`src/rtl/alu_issue_arbiter.sv`:
```
`default_nettype none
// ============================================================================
//  Module      : alu_issue_arbiter
//  Description : Round-robin arbiter sharing one execution ALU between two
//                issue slots. It holds the operands in registers for a
//                per-class latency and returns the result and tag over a
//                valid/ready channel.
//                Optional macro DIV_ZERO_BYPASS_EN: a div-class op with
//                in2 == 0 returns the RISC-V divide-by-zero result directly.
//  Revision    : 1.0  initial release
// ============================================================================
module alu_issue_arbiter #(
    parameter int TAG_W   = 4,
    parameter int MUL_LAT = 2,
    parameter int DIV_LAT = 4
) (
    input  logic             clk,
    input  logic             rst,
    input  logic             req0_valid,
    output logic             req0_ready,
    input  logic [4:0]       req0_aluop,
    input  logic [31:0]      req0_in1,
    input  logic [31:0]      req0_in2,
    input  logic [TAG_W-1:0] req0_tag,
    input  logic             req1_valid,
    output logic             req1_ready,
    input  logic [4:0]       req1_aluop,
    input  logic [31:0]      req1_in1,
    input  logic [31:0]      req1_in2,
    input  logic [TAG_W-1:0] req1_tag,
    output logic [4:0]       alu_op,
    output logic [31:0]      alu_in1,
    output logic [31:0]      alu_in2,
    input  logic [31:0]      alu_result,
    output logic             rsp_valid,
    input  logic             rsp_ready,
    output logic [31:0]      rsp_result,
    output logic [TAG_W-1:0] rsp_tag,
    output logic             rsp_src,
    output logic             busy
);

    localparam logic [1:0] c_ST_IDLE = 2'd0;
    localparam logic [1:0] c_ST_EXEC = 2'd1;
    localparam logic [1:0] c_ST_RESP = 2'd2;

    localparam int c_MAX_LAT = (MUL_LAT > DIV_LAT) ? MUL_LAT : DIV_LAT;
    localparam int c_CNT_W   = (c_MAX_LAT > 1) ? $clog2(c_MAX_LAT) : 1;
    localparam logic [c_CNT_W-1:0] c_MUL_CNT = c_CNT_W'(MUL_LAT - 1);
    localparam logic [c_CNT_W-1:0] c_DIV_CNT = c_CNT_W'(DIV_LAT - 1);

    logic [1:0]         r_state;
    logic [1:0]         w_next_state;
    logic               r_rr_ptr;
    logic [c_CNT_W-1:0] r_cnt;
    logic               r_unsup;
    logic [4:0]         r_alu_op;
    logic [31:0]        r_alu_in1;
    logic [31:0]        r_alu_in2;
    logic [31:0]        r_rsp_result;
    logic [TAG_W-1:0]   r_rsp_tag;
    logic               r_rsp_src;

    logic               w_idle;
    logic               w_grant;
    logic               w_accept;
    logic [4:0]         w_sel_op;
    logic [31:0]        w_sel_in1;
    logic [31:0]        w_sel_in2;
    logic [TAG_W-1:0]   w_sel_tag;
    logic               w_supported;
    logic               w_is_mul;
    logic               w_is_div;
    logic [c_CNT_W-1:0] w_load_cnt;
    logic               w_div_zero;
    logic [31:0]        w_div_zero_result;

    // A lone requester wins outright; rr_ptr only breaks ties.
    assign w_idle     = (r_state == c_ST_IDLE);
    assign w_grant    = (req0_valid & req1_valid) ? r_rr_ptr : req1_valid;
    assign req0_ready = w_idle & ~w_grant;
    assign req1_ready = w_idle &  w_grant;
    assign w_accept   = (req0_valid & req0_ready) | (req1_valid & req1_ready);

    assign w_sel_op  = w_grant ? req1_aluop : req0_aluop;
    assign w_sel_in1 = w_grant ? req1_in1   : req0_in1;
    assign w_sel_in2 = w_grant ? req1_in2   : req0_in2;
    assign w_sel_tag = w_grant ? req1_tag   : req0_tag;

    always_comb begin
        w_supported = 1'b0;
        w_is_mul    = 1'b0;
        w_is_div    = 1'b0;
        case (w_sel_op) inside
            [5'd0:5'd9]: w_supported = 1'b1;
            5'd16, 5'd17, 5'd18, 5'd22: begin
                w_supported = 1'b1;
                w_is_mul    = 1'b1;
            end
            5'd24, 5'd26, 5'd28, 5'd30: begin
                w_supported = 1'b1;
                w_is_div    = 1'b1;
            end
            default: ;
        endcase
    end

    assign w_load_cnt = w_is_div ? c_DIV_CNT : (w_is_mul ? c_MUL_CNT : '0);

`ifdef DIV_ZERO_BYPASS_EN
    // div/divu return all ones, rem/remu return the dividend (aluop bit 2 selects rem).
    assign w_div_zero        = w_is_div & (w_sel_in2 == 32'd0);
    assign w_div_zero_result = w_sel_op[2] ? w_sel_in1 : 32'hFFFF_FFFF;
`else
    assign w_div_zero        = 1'b0;
    assign w_div_zero_result = 32'd0;
`endif

    always_ff @(posedge clk) begin
        if (rst) begin
            r_state <= c_ST_IDLE;
        end else begin
            r_state <= w_next_state;
        end
    end

    always_comb begin
        w_next_state = r_state;
        case (r_state)
            c_ST_IDLE: begin
                if (w_accept) begin
                    w_next_state = w_div_zero ? c_ST_RESP : c_ST_EXEC;
                end
            end
            c_ST_EXEC: begin
                if (r_cnt == '0) begin
                    w_next_state = c_ST_RESP;
                end
            end
            c_ST_RESP: begin
                if (rsp_ready) begin
                    w_next_state = c_ST_IDLE;
                end
            end
            default: w_next_state = c_ST_IDLE;
        endcase
    end

    always_ff @(posedge clk) begin
        if (rst) begin
            r_rr_ptr     <= 1'b0;
            r_cnt        <= '0;
            r_unsup      <= 1'b0;
            r_alu_op     <= 5'd0;
            r_alu_in1    <= 32'd0;
            r_alu_in2    <= 32'd0;
            r_rsp_result <= 32'd0;
            r_rsp_tag    <= '0;
            r_rsp_src    <= 1'b0;
        end else if (w_accept) begin
            r_alu_op  <= w_sel_op;
            r_alu_in1 <= w_sel_in1;
            r_alu_in2 <= w_sel_in2;
            r_rsp_tag <= w_sel_tag;
            r_rsp_src <= w_grant;
            r_rr_ptr  <= ~w_grant;
            r_cnt     <= w_load_cnt;
            r_unsup   <= ~w_supported;
            if (w_div_zero) begin
                r_rsp_result <= w_div_zero_result;
            end
        end else if (r_state == c_ST_EXEC) begin
            if (r_cnt == '0) begin
                r_rsp_result <= r_unsup ? 32'd0 : alu_result;
            end else begin
                r_cnt <= r_cnt - 1'b1;
            end
        end
    end

    assign alu_op     = r_alu_op;
    assign alu_in1    = r_alu_in1;
    assign alu_in2    = r_alu_in2;
    assign rsp_valid  = (r_state == c_ST_RESP);
    assign rsp_result = r_rsp_result;
    assign rsp_tag    = r_rsp_tag;
    assign rsp_src    = r_rsp_src;
    assign busy       = ~w_idle;

endmodule
`default_nettype wire

```
`config.mk`:
```
export PLATFORM = sky130hd
export DESIGN_NAME = alu_issue_arbiter
export DESIGN_NICKNAME = d
export VERILOG_FILES = /design/src/rtl/alu_issue_arbiter.sv
export SDC_FILE = /design/constraint.sdc
export NUM_CORES = 1
export LEC_CHECK = 0
export CELL_PAD_IN_SITES_DETAIL_PLACEMENT = 1
export CELL_PAD_IN_SITES_GLOBAL_PLACEMENT = 1
export CORE_MARGIN = 2
export CORE_UTILIZATION = 27
export DETAILED_ROUTE_END_ITERATION = 6
export PLACE_DENSITY = 0.94
export RECOVER_POWER = 100
export SYNTH_ARGS = -nofsm -noshare
export SYNTH_HDL_FRONTEND = slang
export SYNTH_SLANG_ARGS = --single-unit
export TNS_END_PERCENT = 5
```
`constraint.sdc`:
```
create_clock -name clk -period 2.77 [get_ports clk]
set_clock_uncertainty 0.1 [all_clocks]
set_input_delay 0.4155 -clock clk [delete_from_list [all_inputs] [get_ports clk]]
set_output_delay 0.4155 -clock clk [all_outputs]
set_load 0.01 [all_outputs]
```
# [Yosys cells after proc, flatten, opt, wreduce, memory -nomap -nowiden]
# Cells that the tools add are included.
[word_totals] regBits=112 out_inout_bits=110
[classes] n_mux=22 eq_ne=14 addsub=1 bitwise_logic=10 reduce_logical=9 magnitude_cmp=2
[op_table] operator="two-way mux 32 bit" count=3
[op_table] operator="== test 5 bit (second input constant)" count=8
[op_table] operator="two-way mux 2 bit" count=7
[op_table] operator="two-way mux 1 bit" count=9
[op_table] operator="OR reduction 4 bit" count=2
[op_table] operator="one-hot mux 2 bit (3 select lines)" count=1
[op_table] operator="AND reduction 3 bit" count=2
[op_table] operator="AND 1 bit" count=5
[op_table] operator="greater-or-equal comparator 5 x 1 -> 1 bit (second input constant)" count=1
[op_table] operator="less-or-equal comparator 5 x 4 -> 1 bit (second input constant)" count=1
[op_table] operator="two-way mux 5 bit" count=1
[op_table] operator="zero test 2 bit" count=2
[op_table] operator="two-way mux 4 bit" count=1
[op_table] operator="inequality test 2 x 1 -> 1 bit (second input constant)" count=2
[op_table] operator="inequality test 2 bit (second input constant)" count=2
[op_table] operator="inverter 1 bit" count=4
[op_table] operator="== test 2 x 1 -> 1 bit (second input constant)" count=1
[op_table] operator="== test 2 bit (second input constant)" count=1
[op_table] operator="AND reduction 2 bit" count=1
[op_table] operator="nonzero test 2 bit" count=1
[op_table] operator="subtractor 2 x 1 -> 2 bit (second input constant)" count=1
[op_table] operator="logical AND 1 bit" count=1
[op_table] operator="OR 1 bit" count=1

# [Depth between registers and ports, before layout]
[depth] word_depth=10 depth_mapped=8

# [Least setup slack after synthesis]
# No wires, ideal clock.
[synth_path] path_kind="input-to-output" start="in req0_valid" end="out req0_ready" stages=4 path_buffers=2 slack_ns=1.228 t_required_ns=2.254 arrival_ns=1.027 cell_sequence="nand2b_1 -> buf_2 -> buf_2 -> a21oi_1"
[synth_between] elab_chain_cells=4
[synth_rtl] item="start: declaration" line_no="19" text="input logic req0_valid,"
[synth_rtl] item="AND 1 bit" line_no="80" text="assign w_grant = (req0_valid & req1_valid) ? r_rr_ptr : req1_valid;"
[synth_rtl] item="two-way mux 1 bit" line_no="80"
[synth_rtl] item="inverter 1 bit" line_no="81" text="assign req0_ready = w_idle & ~w_grant;"
[synth_rtl] item="AND 1 bit" line_no="81"
[synth_rtl] item="end: declaration" line_no="20" text="output logic req0_ready,"
# Every way passes these cells.

# [Worst setup path in the final report]
[layout_path] start="in req1_valid" end="out req0_ready"
[layout_between] elab_chain_cells=4
[layout_rtl] item="start: declaration" line_no="25" text="input logic req1_valid,"
[layout_rtl] item="AND 1 bit" line_no="80"
[layout_rtl] item="two-way mux 1 bit *" line_no="80"
[layout_rtl] item="inverter 1 bit *" line_no="81"
[layout_rtl] item="AND 1 bit *" line_no="81"
# Mark *: on every way between the ends. The rest lies on a longest branch, timed or not.

==> results.toml <==
[synth]
syn_nets = 718
synth_top_flop_cell = "dfxtp_1"
synth_seq_area_share = 0.479
synth_top_family_by_area = "simple AND/OR/NAND/NOR gates"
synthAdderAreaFrac = 0.00267
synth_compound_area_frac = 0.205
synth-simple-area-share = 0.233
synth_mux_area_frac = 0.0110
ys_warn_count = 0
postSynthCellCount = 534
synth-seq-cells = 112
synth_edf_count = 0
synth_area_um2 = 4680
synth_xor_area_frac = 0
async_reset_ff_frac = 0
synthDistinctLibCells = 36
syn_avg_cell_area_um2 = 8.76

[grt]
antenna_found_initial = 0
grt.total_usage = 0.192
grt_pass1_wl_mm = 28.2
grt_pass1_vias = 5423
grt_max_degree = 76
grt-ovfl-total = 0

[placement]
dpl.hpwl_mm = 13.3
place.gp.congestion = 0.734
io_buffers = 292
placed_area_um2 = 7710

[finish]
final_area_um2 = 8010
final.fill_count = 1998
final_nets = 979
drive_gt1_frac = 0.0450
syn2layout_area_growth_pct = 71.2
multi_input_area_um2 = 2120
diodes = 0
ff_latch_area_um2 = 2240

[power]
swShare = 0.336
ir_drop_v = 0.000415
combPwrFrac = 0.370
p_int_w = 0.00362
seqPwrFrac = 0.380
p_per_area_nw_per_um2 = 680
p_leak_nw = 3.21
switching_power_w = 0.00183
p_clk_frac = 0.250

[setup_path]
max_stage_delay_ps = 550
required_ps = 2250
path_class = "input pin to output pin"
crit_slowest_cell = "dlygate4sd3_1"
crit_buf_inv = 3
crit_family = "buffers and inverters"
crit_fanout = 42
crit_path_start_kind = "input pin"
rrSetupSlack_ps = 510
cp_cell_sequence = "dlygate4sd3_1 -> buf_4 -> a21oi_1 -> clkdlybuf4s50_1"
crit_path_end_kind = "output pin"
crit_arrival_ps = 2010

[floorplanning]
fp.dieH_um = 136
start_util = 0.273
core.rowCount = 48
core_area_um2 = 17100
io-pin-count = 293
dieArea_um2 = 18400
fp.dieW_um = 136

[timing]
whs_ps = 384
finalSetupViolCount = 0
hold_viol = 0
rsz0062_at_grt = "false"
fin_tns_setup_ps = 0
timing.fmax_mhz = 396
max_slew_margin = 0.195
period_minus_slack_ps = 2520
fin_crit_sh = 0.911
tightest_slew_ps = 1210
slew_viol_final = 0

[clock_network]
clock-sinks = 112
ctsResizeCount = 0
cts_root_buf = "clkbuf_16"
cts_tree = "yes"
ctsHtreeMaxLevel = 3
clk_pin_slew_worst_paths_ps = 70
cts_hold_buf = 0
numCtsBuffers = 9
clk_latency_ps = 340
post_cts_buffers = 0
clock_path_buffers = 2

[routing]
dr.pass1.iters = 6
via_count = 5255
wirelength_mm = 18.4
viasPerCell = 5.13
wire_per_inst_um = 17.9
antenna_left = 0
drc_errors = 0
drtIter0Drc = 348

[run_status]
status = "complete, no violations"

[run]
drv_cap = 0

[worst_hold_path]
hold_class = "register to register"
[Yosys cell counts (8+ instances only)]
| cell type | instances | share of area |
|---|---|---|
| a311oi_1 | 35 | 0.066 |
| nand3_1 | 36 | 0.039 |
| buf_2 | 18 | 0.019 |
| a222oi_1 | 37 | 0.079 |
| nor2_1 | 113 | 0.091 |
| dfxtp_1 | 112 | 0.48 |
| clkbuf_1 | 21 | 0.017 |
| buf_6 | 8 | 0.019 |
| nor3b_1 | 33 | 0.053 |
| a21oi_1 | 37 | 0.040 |
| nand2_1 | 40 | 0.032 |
[worst paths after layout]
| check | startpoint | end | cells after the start |
|---|---|---|---|
| hold / removal | rsp_result[24] | rsp_result[24] | 2 |
| setup / recovery | req1_valid | req0_ready | 4 |
| setup reg to reg | r_cnt[0] | rsp_result[6] | 7 |
| hold reg to reg | rsp_result[24] | rsp_result[24] | 2 |
[logic make-up after synthesis]
kind of cell | after synthesis
AOI/OAI and AO/OA | 122
adders and majority gates | 1
buffers and inverters | 60
DFF | 112
muxes | 5
and+or+nand+nor | 234
[cell usage in the layout, fill, tap and decap left out, drive strengths merged, types with 2 or more instances in the layout]
| cell type | Yosys | layout |
|---|---|---|
| inv | 5 | 6 |
| a222oi | 37 | 37 |
| nand3 | 36 | 36 |
| dlygate4sd3 | 0 | 110 |
| a311oi | 35 | 35 |
| o21ai | 3 | 3 |
| clkdlybuf4s50 | 0 | 181 |
| nand2b | 3 | 3 |
| mux2i | 4 | 4 |
| buf | 34 | 11 |
| a211oi | 3 | 3 |
| a21oi | 37 | 37 |
| clkinv | 0 | 2 |
| nor3b | 33 | 33 |
| o31ai | 2 | 2 |
| clkbuf | 21 | 13 |
| dfxtp | 112 | 112 |
| nand2 | 40 | 40 |
| clkinvlp | 0 | 2 |
| nor2 | 115 | 115 |
[per-stage QoR]
stage | instances | power, W | worst slack, ps | util
finish | 1025 | 0.00545 | 247 | 0.468
floorplan | 534 | 0.00319 | 1230 | -
global placement | 1009 | 0.00419 | 218 | 0.450
detailed placement | 1009 | 0.00426 | 77.5 | 0.450
global route | 1025 | 0.00579 | 142 | 0.468
CTS | 1025 | 0.00565 | 282 | 0.468
[state kept, by name, indices dropped and copies added, names as in the netlist]
name,count
rsp_result,32
alu_op,5
rsp_src,1
r_state,2
r_unsup,1
r_rr_ptr,1
rsp_tag,4
alu_in1,32
alu_in2,32
r_cnt,2
[layout make-up]
type,instances,share of cell area
Inverter,5,0.00234
Timing Repair Buffer,305,0.379
Clock inverter,6,0.00844
Clock buffer,10,0.0298
Sequential cell,112,0.280
Tap cell,225,0.0352
Multi-Input combinational cell,362,0.265
[worst min-delay path: cells and delay by family (launching register included)]
kind / cells / cell delay (ps)
AOI/OAI and AO/OA: 1 / 60
and+or+nand+nor: 1 / 70
DFF: 1 / 320
[per-layer routing]
metal	GRT usage	up-vias	share of wire
met2	0.348	225	0.51
met3	0.0546	27	0.080
met5	0	-	0
met4	0.0642	0	0.021
li1	-	2480	-
met1	0.216	2523	0.39
[power groups by stage]
stage	Clock (W)	Sequential [W]	Combinational, W
after global placement	0	0.00210	0.00208
after global routing	0.00148	0.00210	0.00221
after floorplan	0	0.00222	0.000975
final	0.00136	0.00207	0.00202
after CTS	0.00142	0.00208	0.00215
after detailed placement	0	0.00212	0.00214
Power figures use the tool's default switching activity.
